==> config.mk <==
export PLATFORM = sky130hd
export DESIGN_NAME = fnd_scan_rx
export DESIGN_NICKNAME = d
export VERILOG_FILES = /design/src/rtl/fnd_pkg.sv /design/src/rtl/fnd_scan_rx_seg_to_num.sv /design/src/rtl/fnd_scan_rx.sv
export SDC_FILE = /design/constraint.sdc
export NUM_CORES = 1
export LEC_CHECK = 0
export BUFFER_PORTS_ARGS = -buffer_cell sky130_fd_sc_hd__buf_4
export CORE_MARGIN = 2
export CORE_UTILIZATION = 40
export DETAILED_ROUTE_END_ITERATION = 8
export GPL_ROUTABILITY_DRIVEN = 0
export MAX_ROUTING_LAYER = met4
export PLACE_DENSITY_LB_ADDON = 0.2
export SYNTH_ARGS = -nofsm -noshare
export SYNTH_HDL_FRONTEND = slang
export SYNTH_SLANG_ARGS = --single-unit
export TNS_END_PERCENT = 1
==> constraint.sdc <==
create_clock -name clk -period 15.4 [get_ports clk]
set_input_delay 4.62 -clock clk [delete_from_list [all_inputs] [get_ports clk]]
set_output_delay 4.62 -clock clk [all_outputs]
set_load 0.01 [all_outputs]
==> src/rtl/fnd_pkg.sv <==
// Shared constants for the FND scan receiver: segment patterns ([6]=a .. [0]=g),
// FSM state encoding and the blanking enable value.
package fnd_pkg;

  localparam logic [6:0] SEG_0 = 7'b1111110;
  localparam logic [6:0] SEG_1 = 7'b0110000;
  localparam logic [6:0] SEG_2 = 7'b1101101;
  localparam logic [6:0] SEG_3 = 7'b1111001;
  localparam logic [6:0] SEG_4 = 7'b0110011;
  localparam logic [6:0] SEG_5 = 7'b1011011;
  localparam logic [6:0] SEG_6 = 7'b1011111;
  localparam logic [6:0] SEG_7 = 7'b1110000;
  localparam logic [6:0] SEG_8 = 7'b1111111;
  localparam logic [6:0] SEG_9 = 7'b1111011;
  localparam logic [6:0] SEG_A = 7'b1110111;
  localparam logic [6:0] SEG_B = 7'b0011111;
  localparam logic [6:0] SEG_C = 7'b1001110;
  localparam logic [6:0] SEG_D = 7'b0111101;
  localparam logic [6:0] SEG_E = 7'b1001111;
  localparam logic [6:0] SEG_F = 7'b1000111;

  typedef enum logic {
    S_HUNT    = 1'b0,
    S_COLLECT = 1'b1
  } state_t;

  localparam logic [5:0] ENB_BLANK = 6'b111111;

endpackage

==> src/rtl/fnd_scan_rx_seg_to_num.sv <==
// Seven-segment pattern to number decoder (inverse of the display decoder).
// Macro FND_SCAN_RX_HEX_DECODE_EN adds the A..F patterns.
module seg_to_num
  import fnd_pkg::*;
(
  input  logic [6:0] seg,
  output logic [3:0] num,
  output logic       err
);

  always_comb begin
    num = 4'hF;
    err = 1'b0;
    case (seg)
      SEG_0: num = 4'd0;
      SEG_1: num = 4'd1;
      SEG_2: num = 4'd2;
      SEG_3: num = 4'd3;
      SEG_4: num = 4'd4;
      SEG_5: num = 4'd5;
      SEG_6: num = 4'd6;
      SEG_7: num = 4'd7;
      SEG_8: num = 4'd8;
      SEG_9: num = 4'd9;
`ifdef FND_SCAN_RX_HEX_DECODE_EN
      SEG_A: num = 4'd10;
      SEG_B: num = 4'd11;
      SEG_C: num = 4'd12;
      SEG_D: num = 4'd13;
      SEG_E: num = 4'd14;
      SEG_F: num = 4'd15;
`endif
      default: begin
        num = 4'hF;
        err = 1'b1;
      end
    endcase
  end

endmodule

==> src/rtl/fnd_scan_rx.sv <==
// Receiver for the multiplexed 6-digit FND scan bus: rebuilds frame, dots and decoded digits.
// Optional macro FND_SCAN_RX_HEX_DECODE_EN enables A..F decoding in seg_to_num.
module fnd_scan_rx
  import fnd_pkg::*;
#(
  parameter int          STABLE_CYC  = 4,
  parameter logic [31:0] TIMEOUT_CYC = 32'd200000,
  parameter int          NUM_DIGITS  = 6
) (
  input  logic        clk,
  input  logic        rst,
  input  logic [6:0]  i_seg,
  input  logic        i_seg_dp,
  input  logic [5:0]  i_seg_enb,
  output logic [41:0] o_six_digit_seg,
  output logic [5:0]  o_six_dp,
  output logic [23:0] o_digits,
  output logic [5:0]  o_digit_err,
  output logic        o_frame_valid,
  output logic        o_order_err,
  output logic        o_enb_err,
  output logic        o_stall
);

  localparam logic [7:0] STABLE_M1 = 8'(STABLE_CYC - 1);
  localparam logic [2:0] LAST_IDX  = 3'(NUM_DIGITS - 1);

  logic [6:0] seg_p0, seg_p1;
  logic       dp_p0, dp_p1;
  logic [5:0] enb_p0, enb_p1, enb_prev;
  logic [7:0] stab_cnt, stab_nxt;
  logic       settled, enb_onehot, enb_blank, acc, enb_bad, timeout_hit;
  logic [2:0] acc_idx, exp_idx;
  logic [31:0] tcnt;
  state_t     state;
  logic       done;
  logic [6:0] sh_seg [NUM_DIGITS];
  logic [NUM_DIGITS-1:0] sh_dp;
  logic [4*NUM_DIGITS-1:0] dec_num;
  logic [NUM_DIGITS-1:0]   dec_err;

  // stage p0/p1: two-flop synchronizer on all bus lines
  always_ff @(posedge clk or posedge rst) begin
    if (rst) begin
      seg_p0 <= '0;
      seg_p1 <= '0;
      dp_p0  <= 1'b0;
      dp_p1  <= 1'b0;
      enb_p0 <= ENB_BLANK;
      enb_p1 <= ENB_BLANK;
    end else begin
      seg_p0 <= i_seg;
      seg_p1 <= seg_p0;
      dp_p0  <= i_seg_dp;
      dp_p1  <= dp_p0;
      enb_p0 <= i_seg_enb;
      enb_p1 <= enb_p0;
    end
  end

  // Settle count includes the sample where the enable changed, so the match
  // against STABLE_CYC-1 happens once per dwell; saturation prevents a re-hit.
  always_comb begin
    if (enb_p1 != enb_prev)
      stab_nxt = 8'd0;
    else if (stab_cnt == 8'hFF)
      stab_nxt = stab_cnt;
    else
      stab_nxt = stab_cnt + 8'd1;
    settled    = (stab_nxt == STABLE_M1);
    enb_onehot = $onehot(~enb_p1);
    enb_blank  = (enb_p1 == ENB_BLANK);
    acc        = settled && enb_onehot;
    enb_bad    = settled && !enb_onehot && !enb_blank;
    timeout_hit = !acc && (tcnt == TIMEOUT_CYC - 32'd1);
    acc_idx = 3'd0;
    for (int k = 0; k < NUM_DIGITS; k++)
      if (!enb_p1[k]) acc_idx = 3'(k);
  end

  for (genvar g = 0; g < NUM_DIGITS; g++) begin : g_dec
    seg_to_num u_dec (
      .seg (sh_seg[g]),
      .num (dec_num[4*g +: 4]),
      .err (dec_err[g])
    );
  end

  // stage p2: settle/timeout counters, frame-assembly FSM and registered outputs
  always_ff @(posedge clk or posedge rst) begin
    if (rst) begin
      enb_prev        <= ENB_BLANK;
      stab_cnt        <= '0;
      tcnt            <= '0;
      state           <= S_HUNT;
      exp_idx         <= '0;
      done            <= 1'b0;
      sh_dp           <= '0;
      for (int k = 0; k < NUM_DIGITS; k++) sh_seg[k] <= '0;
      o_six_digit_seg <= '0;
      o_six_dp        <= '0;
      o_digits        <= '0;
      o_digit_err     <= '1;
      o_frame_valid   <= 1'b0;
      o_order_err     <= 1'b0;
      o_enb_err       <= 1'b0;
      o_stall         <= 1'b0;
    end else begin
      enb_prev      <= enb_p1;
      stab_cnt      <= stab_nxt;
      o_frame_valid <= 1'b0;
      o_order_err   <= 1'b0;
      if (enb_bad) o_enb_err <= 1'b1;

      if (acc) begin
        tcnt    <= '0;
        o_stall <= 1'b0;
      end else if (tcnt != TIMEOUT_CYC) begin
        tcnt <= tcnt + 32'd1;
      end
      if (timeout_hit) o_stall <= 1'b1;

      if (done) begin
        done          <= 1'b0;
        o_frame_valid <= 1'b1;
        o_six_dp      <= sh_dp;
        o_digits      <= dec_num;
        o_digit_err   <= dec_err;
        for (int k = 0; k < NUM_DIGITS; k++) o_six_digit_seg[7*k +: 7] <= sh_seg[k];
      end

      if (timeout_hit) begin
        state   <= S_HUNT;
        exp_idx <= '0;
      end else if (acc) begin
        case (state)
          S_HUNT: begin
            if (acc_idx == 3'd0) begin
              sh_seg[0] <= seg_p1;
              sh_dp[0]  <= dp_p1;
              exp_idx   <= 3'd1;
              state     <= S_COLLECT;
            end
          end
          S_COLLECT: begin
            if (acc_idx == exp_idx) begin
              sh_seg[acc_idx] <= seg_p1;
              sh_dp[acc_idx]  <= dp_p1;
              if (acc_idx == LAST_IDX) begin
                done    <= 1'b1;
                exp_idx <= 3'd0;
              end else begin
                exp_idx <= exp_idx + 3'd1;
              end
            end else begin
              o_order_err <= 1'b1;
              sh_dp       <= '0;
              for (int k = 0; k < NUM_DIGITS; k++) sh_seg[k] <= '0;
              if (acc_idx == 3'd0) begin
                sh_seg[0] <= seg_p1;
                sh_dp[0]  <= dp_p1;
                exp_idx   <= 3'd1;
              end else begin
                exp_idx <= 3'd0;
                state   <= S_HUNT;
              end
            end
          end
          default: state <= S_HUNT;
        endcase
      end
    end
  end

endmodule
---- After elaboration in Yosys (flattened, before gate mapping) ----
Cells that the tools add are included.
storage, ports and cells
  register bits ........................... 209
  logic and storage cells ................. 195
  output and inout bits ................... 82
operators by class
  add/sub/neg operators ................... 8
  reduce and logical (&&, ||, !) cells .... 21
  bitwise gates (word level) .............. 4
  equal/unequal tests ..................... 71
  mux-type cells .......................... 59
  order comparisons ....................... 4
operator list
  kind                     number
  $eq A7 B7 Y1 const B     48
  $pmux W4 S10             6
  $eq A7 B6 Y1 const B     12
  $mux W32                 2
  $reduce_or A10 Y1        6
  $bwmux W42               1
  $mux W42                 1
  $add A32 B1 Y32 const B  1
  $eq A32 B18 Y1 const B   1
  $ne A32 B18 Y1 const B   1
  $mux W1                  27
  $mux W3                  9
  $demux W7 S3             1
  $mux W7                  3
  $mux W8                  2
  $pmux W7 S2              1
  $add A8 B1 Y8 const B    1
  $eq A8 B2 Y1 const B     1
  $eq A8 B8 Y1 const B     1
  $add A1 B1 Y2            3
  $bwmux W6                1
  $eq A6 B6 Y1 const B     1
  $logic_and A1 B1 Y1      6
  $mux W6                  1
  24 further kinds         30

---- Longest topological paths before layout ----
Gate-level depths: netlist of run 1.
  word-level depth ........................ 13
  gate-level depth with buffers ........... 12

---- Modules after synthesis ----
Synthesis of run 1 repeated with hierarchy kept, for this count alone.
unflattened totals
  cell total of the unflattened synthesis .. 855
  area total of the unflattened synthesis .. 9778.1 µm²
modules (own cells, without submodules)
  module                            sequential area each (µm²)  cells an instance  times used  area each (µm²)
  fnd_scan_rx                       5260.0                      678                1           8580.7
  seg_to_num at g_dec[3].u_dec ...  0.0                         29                 3           207.7
  seg_to_num at g_dec[0].u_dec ...  0.0                         30                 3           191.4

---- Worst setup path after synthesis of run 1 ----
No wires, ideal clock.
  kind .................................... reg-to-output
  start ................................... register o_digit_err[2]
  end ..................................... output o_digit_err[2]
  required time ........................... 10.780 ns
  data arrival time ....................... 0.529 ns
  stages on the path, launching flop included .. 1
  setup slack ............................. 10.251 ns
  cells stage by stage .................... dfstp_2
RTL lines
  what                    line                source
  start, declared         fnd_scan_rx.sv:18   output logic [5:0] o_digit_err,
  start signal, assigned  fnd_scan_rx.sv:128  o_digit_err <= dec_err;
No word-level cell between the ends.

==> flow_summary_export.csv, run 1 <==
group,metric,value,unit
outcome,status,"finished clean",
worst_setup_path,crit_type,"input port to async pin",
cts,clk_pin_slew,0.06,ns
power_and_ir_drop,vdd_drop_max,0.0001002,V
placement,dp.cells,1209,
layout,drive_above_1_share,25.24,%
synth,synth_simple_gate_area_share,16.87,%
synth,syn_nets,863,
timing,tns,0,ns
synth,ys.flop_type,"dfrtp_1",
cts,cts_sinks,209,
detailed_routing,wl,20.32,mm
detailed_routing,drtIter0Drc,362,
cts,clk_latency,0.52,ns
worst_setup_path,arrival,6.36,ns
detailed_routing,wl_per_cell,16.26,um
global_routing,first_global_vias,6292,
placement,hpwl,13.18,mm
synth,ys_ff_latch,209,
detailed_routing,via_per_inst,5.272,
synth,synth_xor_area_share,3.980,%
die,initial_core_util,40.55,%
timing,hold_viol_final,0,
worst_setup_path,path_max_fanout,129,
placement,dpl_worst_slack,8.737,ns
timing,setup_slack,9.417,ns
timing,rsz0062_at_grt,"false",
cts,cts_root_buffer,"clkbuf_16",
timing,worst_pin_slew,1.064,ns
die,core-area,23330,sq um
global_routing,antenna_found_initial,0,
global_routing,gr-total-overflow,0,
synth,async_flop_share,100.0,%
cts,ctsResizeCount,0,
cts,clockBufferDepth,3,
synth,synth.avg_cell_area,11.29,sq um
cts,postCtsHoldBufs,0,
layout,area_growth,18.30,%
die,die_w,157.8,um
die,io_pins,98,
die,core.rowCount,56,
worst_setup_path,critPathLaunchType,"input port",
cts,ctsHtreeMaxLevel,1,
run,cap_violations,0,
die,die_h,157.8,um
synth,muxShareOfSynthArea,6.136,%
global_routing,grt_pass1_wl,33.55,mm
timing,slew_viol_final,0,
timing,finalSetupViolCount,0,
layout,fin_cells,1250,
hold_path,hp-class,"flop to flop",
power_and_ir_drop,total_power,0.001189,W
power_and_ir_drop,leakagePower,5.086,nW
timing,clock.fmax,167.1,MHz
global_routing,grt_max_degree,130,
detailed_routing,dr.pass1.iters,5,
timing,post-route-min-period,5.983,ns
synth,yosysSeqAreaShare,55.59,%
worst_setup_path,end_kind,"async pin",
timing,finalCritPeriodShare,38.85,%
timing,clock_skew,0.01186,ns
synth,netlist_instances,838,
layout,finalNetCount,940,
cts,post-cts-setup-buffers,0,
layout,antennaDiodeCount,0,
die,fp.dieArea,24900,sq um
synth,synth_compound_area_share,12.79,%
synth,synth_top_family_by_area,"simple AND/OR/NAND/NOR gates",
power_and_ir_drop,cellPowerDensity,106.2,nW/um^2
cts,cts-buffers-inserted,23,
detailed_routing,drcViolationCount,0,
placement,io_buffers,97,
synth,synth_cell_types,71,
cts,cts_tree,"built",
detailed_routing,ant_nets,0,
detailed_routing,vias,6590,
synth,synth-adder-area-share,1.428,%
worst_setup_path,critPathRequiredTime,15.77,ns
synth,yosys_warnings,0,
timing,max-slew-margin-rel,29.07,%
global_routing,grt_use_total,17.05,%
synth,syn_area,9462,sq um
synth,synth-edff-count,0,
[cell usage after synthesis, drive strengths merged, types with 17 or more instances]
cell / n / share of area, %
dfstp: 24 / 6.7
inv: 21 / 0.83
dfrtp: 185 / 49
o2bb2ai: 32 / 3.0
nand3: 43 / 3.1
o21ai: 29 / 1.5
mux2: 48 / 5.7
nand2: 44 / 1.8
a21oi: 37 / 2.0
nor3: 22 / 1.2
xor2: 28 / 2.6
clkbuf: 33 / 1.3
nor2: 77 / 3.1
and3: 17 / 1.1
[report_power, final]
part / switching, W / leakage (nW) / total (W) / internal [W]
combinational: 0.0000200 / 1.91 / 0.0000323 / 0.0000123
sequential: 0.0000133 / 2.78 / 0.000575 / 0.000562
clock: 0.000228 / 0.389 / 0.000582 / 0.000354
[layout make-up]
type                            count  area, sq um
Sequential cell                   209         5264
Clock inverter                     12        183.9
Fill cell                        2158        12140
Clock buffer                       29        618.1
Tap cell                          319        399.1
Timing Repair Buffer               99        743.2
Inverter                           21        86.33
Multi-Input combinational cell    561         3899
[layout by cell type, fill, tap and decap left out, drive strengths merged, types with 29 or more instances in the layout]
cell / count
o2bb2ai: 32
buf: 99
clkbuf: 29
a21oi: 37
o21ai: 29
nand3: 43
nand2: 44
dfrtp: 185
nor2: 77
mux2: 48
[worst max-delay path, cell delays in order]
cell and delay (ns):
buf_4 0.13, inv_8 0.57, buf_4 0.90
[kinds of logic (layout without fill, tap and decap cells)]
family	after synthesis	count (layout)
flip-flops	209	209
adder cells (fa/ha/maj)	9	9
buffers and inverters	68	161
XOR/XNOR	43	43
AO/OA/AOI/OAI	172	172
AND/OR/NAND/NOR	285	285
multiplexers	52	52
[sequential cells by signal (all words and copies together), names as in the netlist]
name	cells
o_enb_err	1
seg_p1	7
o_six_dp	6
exp_idx	3
done	1
enb_p0	6
o_stall	1
enb_p1	6
o_digits	24
o_order_err	1
sh_dp	6
tcnt	32
sh_seg	42
stab_cnt	8
dp_p1	1
state	1
dp_p0	1
o_six_digit_seg	42
o_frame_valid	1
enb_prev	6
o_digit_err	6
seg_p0	7
[routing by layer]
| metal | global-route usage [%] | up-vias | wire, um |
|---|---|---|---|
| li1 | - | 3180 | - |
| met1 | 24.97 | 3272 | 10030 |
| met2 | 25.49 | 118 | 9207 |
| met3 | 2.518 | 20 | 856 |
| met4 | 3.117 | 0 | 224 |
| met5 | - | - | 0 |
[worst paths after layout]
path / startpoint / end / slack (ns) / cells after the start
min in group asynchronous: rst / o_six_digit_seg[22] / 4.28 / 2
max in group clk: o_digit_err[2] / o_digit_err[2] / 9.63 / 1
worst max-delay path: rst / done / 9.42 / 3
worst max register to register: enb_p1[1] / sh_seg[12] / 11.73 / 10
worst min-delay path: seg_p0[2] / seg_p1[2] / 0.35 / 0
worst min register to register: seg_p0[2] / seg_p1[2] / 0.35 / 0
[metrics by stage]
stage	hold WS, ns	instance area, sq um	util (%)
CTS	0.3439	11190	47.97
floorplan	0.3312	9462	-
global placement	0.3347	10390	44.54
global route	0.3564	11190	47.97
detailed placement	0.3347	10390	44.54
finish	0.3450	11190	47.97
Note: power is estimated with default switching activity, not from simulation.
==> run 2, diff against run 1 <==
Settings changed: ABC_AREA set to 1.
Clock period 15.4 ns to 5.7 ns, I/O delays scaled along.
==> flow_summary_export.csv, run 2 <==
group,metric,value,unit
cts,post-cts-setup-buffers,0,
worst_setup_path,arrival,3.93,ns
die,fp.dieArea,26750,sq um
timing,finalCritPeriodShare,61.62,%
timing,slew_viol_final,0,
timing,clock_skew,0.01544,ns
timing,clock.fmax,284.7,MHz
synth,async_flop_share,100.0,%
synth,yosys_warnings,0,
run,cap_violations,0,
synth,synth_cell_types,40,
cts,clockBufferDepth,3,
synth,syn_area,10180,sq um
worst_setup_path,critPathRequiredTime,6.11,ns
cts,cts_root_buffer,"clkbuf_16",
global_routing,grt_max_degree,134,
layout,finalNetCount,1393,
timing,worst_pin_slew,0.7689,ns
global_routing,grt_use_total,19.03,%
layout,largestRegisters,"o_six_digit_seg: 42 flops, sh_seg: 42 flops, tcnt: 32 flops",
synth,syn_nets,1289,
timing,hold_viol_final,0,
detailed_routing,vias,8510,
timing,max-slew-margin-rel,48.74,%
cts,cts_tree,"built",
cts,cts-buffers-inserted,24,
synth,synth.avg_cell_area,8.057,sq um
global_routing,grt_pass1_wl,40.78,mm
global_routing,gr-total-overflow,0,
detailed_routing,wl_per_cell,14.05,um
die,io_pins,98,
timing,finalSetupViolCount,0,
die,die_h,163.6,um
cts,cts_sinks,209,
worst_setup_path,critPathLaunchType,"flop",
global_routing,first_global_vias,8103,
layout,regArea,5261,sq um
synth,yosysSeqAreaShare,51.65,%
worst_setup_path,end_kind,"flop",
synth,synth-edff-count,0,
detailed_routing,via_per_inst,4.959,
placement,dp.cells,1672,
cts,clk_latency,0.52,ns
detailed_routing,dr.pass1.iters,5,
detailed_routing,drcViolationCount,0,
placement,io_buffers,97,
worst_setup_path,path_max_fanout,22,
global_routing,antenna_found_initial,0,
layout,final_cell_mix,"nand2_1, dfrtp_1, inv_1",
synth,synth_most_common_cell,"nand2_1",
hold_path,hp-class,"flop to flop",
cts,postCtsHoldBufs,0,
die,initial_core_util,40.56,%
power_and_ir_drop,leakagePower,6.336,nW
worst_setup_path,crit_type,"flop to flop",
layout,area_growth,20.00,%
detailed_routing,ant_nets,0,
layout,layout_commonest_cell,"nand2_1",
detailed_routing,wl,24.11,mm
synth,ys_ff_latch,209,
cts,clk_pin_slew,0.06,ns
die,core-area,25110,sq um
synth,ys.flop_type,"dfrtp_1",
placement,hpwl,17.01,mm
cts,ctsHtreeMaxLevel,1,
die,die_w,163.6,um
timing,tns,0,ns
synth,synthTopCellsByArea,"dfrtp_1, nand2_1, dfstp_2",
global_routing,use_met1,27.13,%
timing,post-route-min-period,3.512,ns
die,core.rowCount,58,
global_routing,grt_use_met2,28.92,%
power_and_ir_drop,vdd_drop_max,0.0002327,V
power_and_ir_drop,cellPowerDensity,278.8,nW/um^2
global_routing,busiest_layer,"met2",
layout,antennaDiodeCount,0,
synth,synthTopCellsByCount,"nand2_1, dfrtp_1, inv_1",
detailed_routing,drtIter0Drc,712,
synth,synth_top_area_cell,"dfrtp_1",
layout,fin_cells,1716,
global_routing,met3_usage,2.616,%
layout,drive_above_1_share,15.95,%
timing,rsz0062_at_grt,"false",
layout,multi_input_area,4209,sq um
synth,netlist_instances,1264,
synth,synth_top_area_share,45.46,%
layout,nFillCells,2446,
outcome,status,"finished clean",
cts,ctsResizeCount,0,
[run 2: cells by family (layout without fill, tap and decap cells)]
family | after synthesis | after routing | synth area share (%)
AND/OR/NAND/NOR | 750 | 750 | 33.37
flip-flops | 209 | 209 | 51.65
buffers and inverters | 184 | 306 | 7.015
AO/OA/AOI/OAI | 98 | 98 | 5.431
XOR/XNOR | 14 | 14 | 1.204
adder cells (fa/ha/maj) | 9 | 9 | 1.327
[run 2: worst max-delay path, stage by stage (launching register included)]
cell and delay, ns:
dfstp_2 0.39, fa_1 0.53, inv_1 0.05, fa_1 0.48, ha_1 0.14, inv_1 0.05
fa_1 0.47, nand3_1 0.16, inv_1 0.21, nand3_4 0.34, nor2_8 0.32, nand2_4 0.12
nand2_1 0.09, nand2_1 0.05
[run 2: where the power goes]
group          switching [W]  total (W)  internal [W]
logic              0.0000666  0.0000926     0.0000260
registers          0.0000138    0.00152       0.00150
clock network       0.000626    0.00180       0.00117
total               0.000706    0.00341       0.00270
[run 2: per-layer routing]
metal	routed length, um	up-vias
met5	0	-
met1	11900	3990
met2	10570	199
met3	1139	35
met4	501	0
li1	-	4286
[run 2: final cells by class]
cell class,instances,area share [%]
well taps,330,3.379
inverters,161,4.976
clock buffers,32,5.652
clock inverters,12,2.089
repair buffers,101,6.409
flip-flops and latches,209,43.05
multi-input cells,871,34.44
[run 2: path summary, 6_finish.rpt]
path	startpoint	to	slack, ns	depth (start not counted)
max	enb_p1[0]	sh_seg[5]	2.19	13
min	seg_p0[5]	seg_p1[5]	0.35	0
max reg2reg	enb_p1[0]	sh_seg[5]	2.19	13
min reg2reg	seg_p0[5]	seg_p1[5]	0.35	0
max in group asynchronous	rst	sh_seg[35]	3.69	3
min in group asynchronous	rst	exp_idx[2]	1.34	3
[run 2: metrics by stage]
step	setup WS [ns]	hold WS (ns)	utilization (%)	power, W	instance area, sq um
floorplan	1.295	0.3312	-	0.001606	10190
global placement	2.217	0.3375	44.90	0.001639	11270
detailed placement	2.152	0.3381	44.90	0.001641	11270
CTS	2.118	0.3523	48.67	0.003450	12220
global route	1.941	0.3576	48.67	0.003521	12220
finish	2.188	0.3503	48.67	0.003407	12220
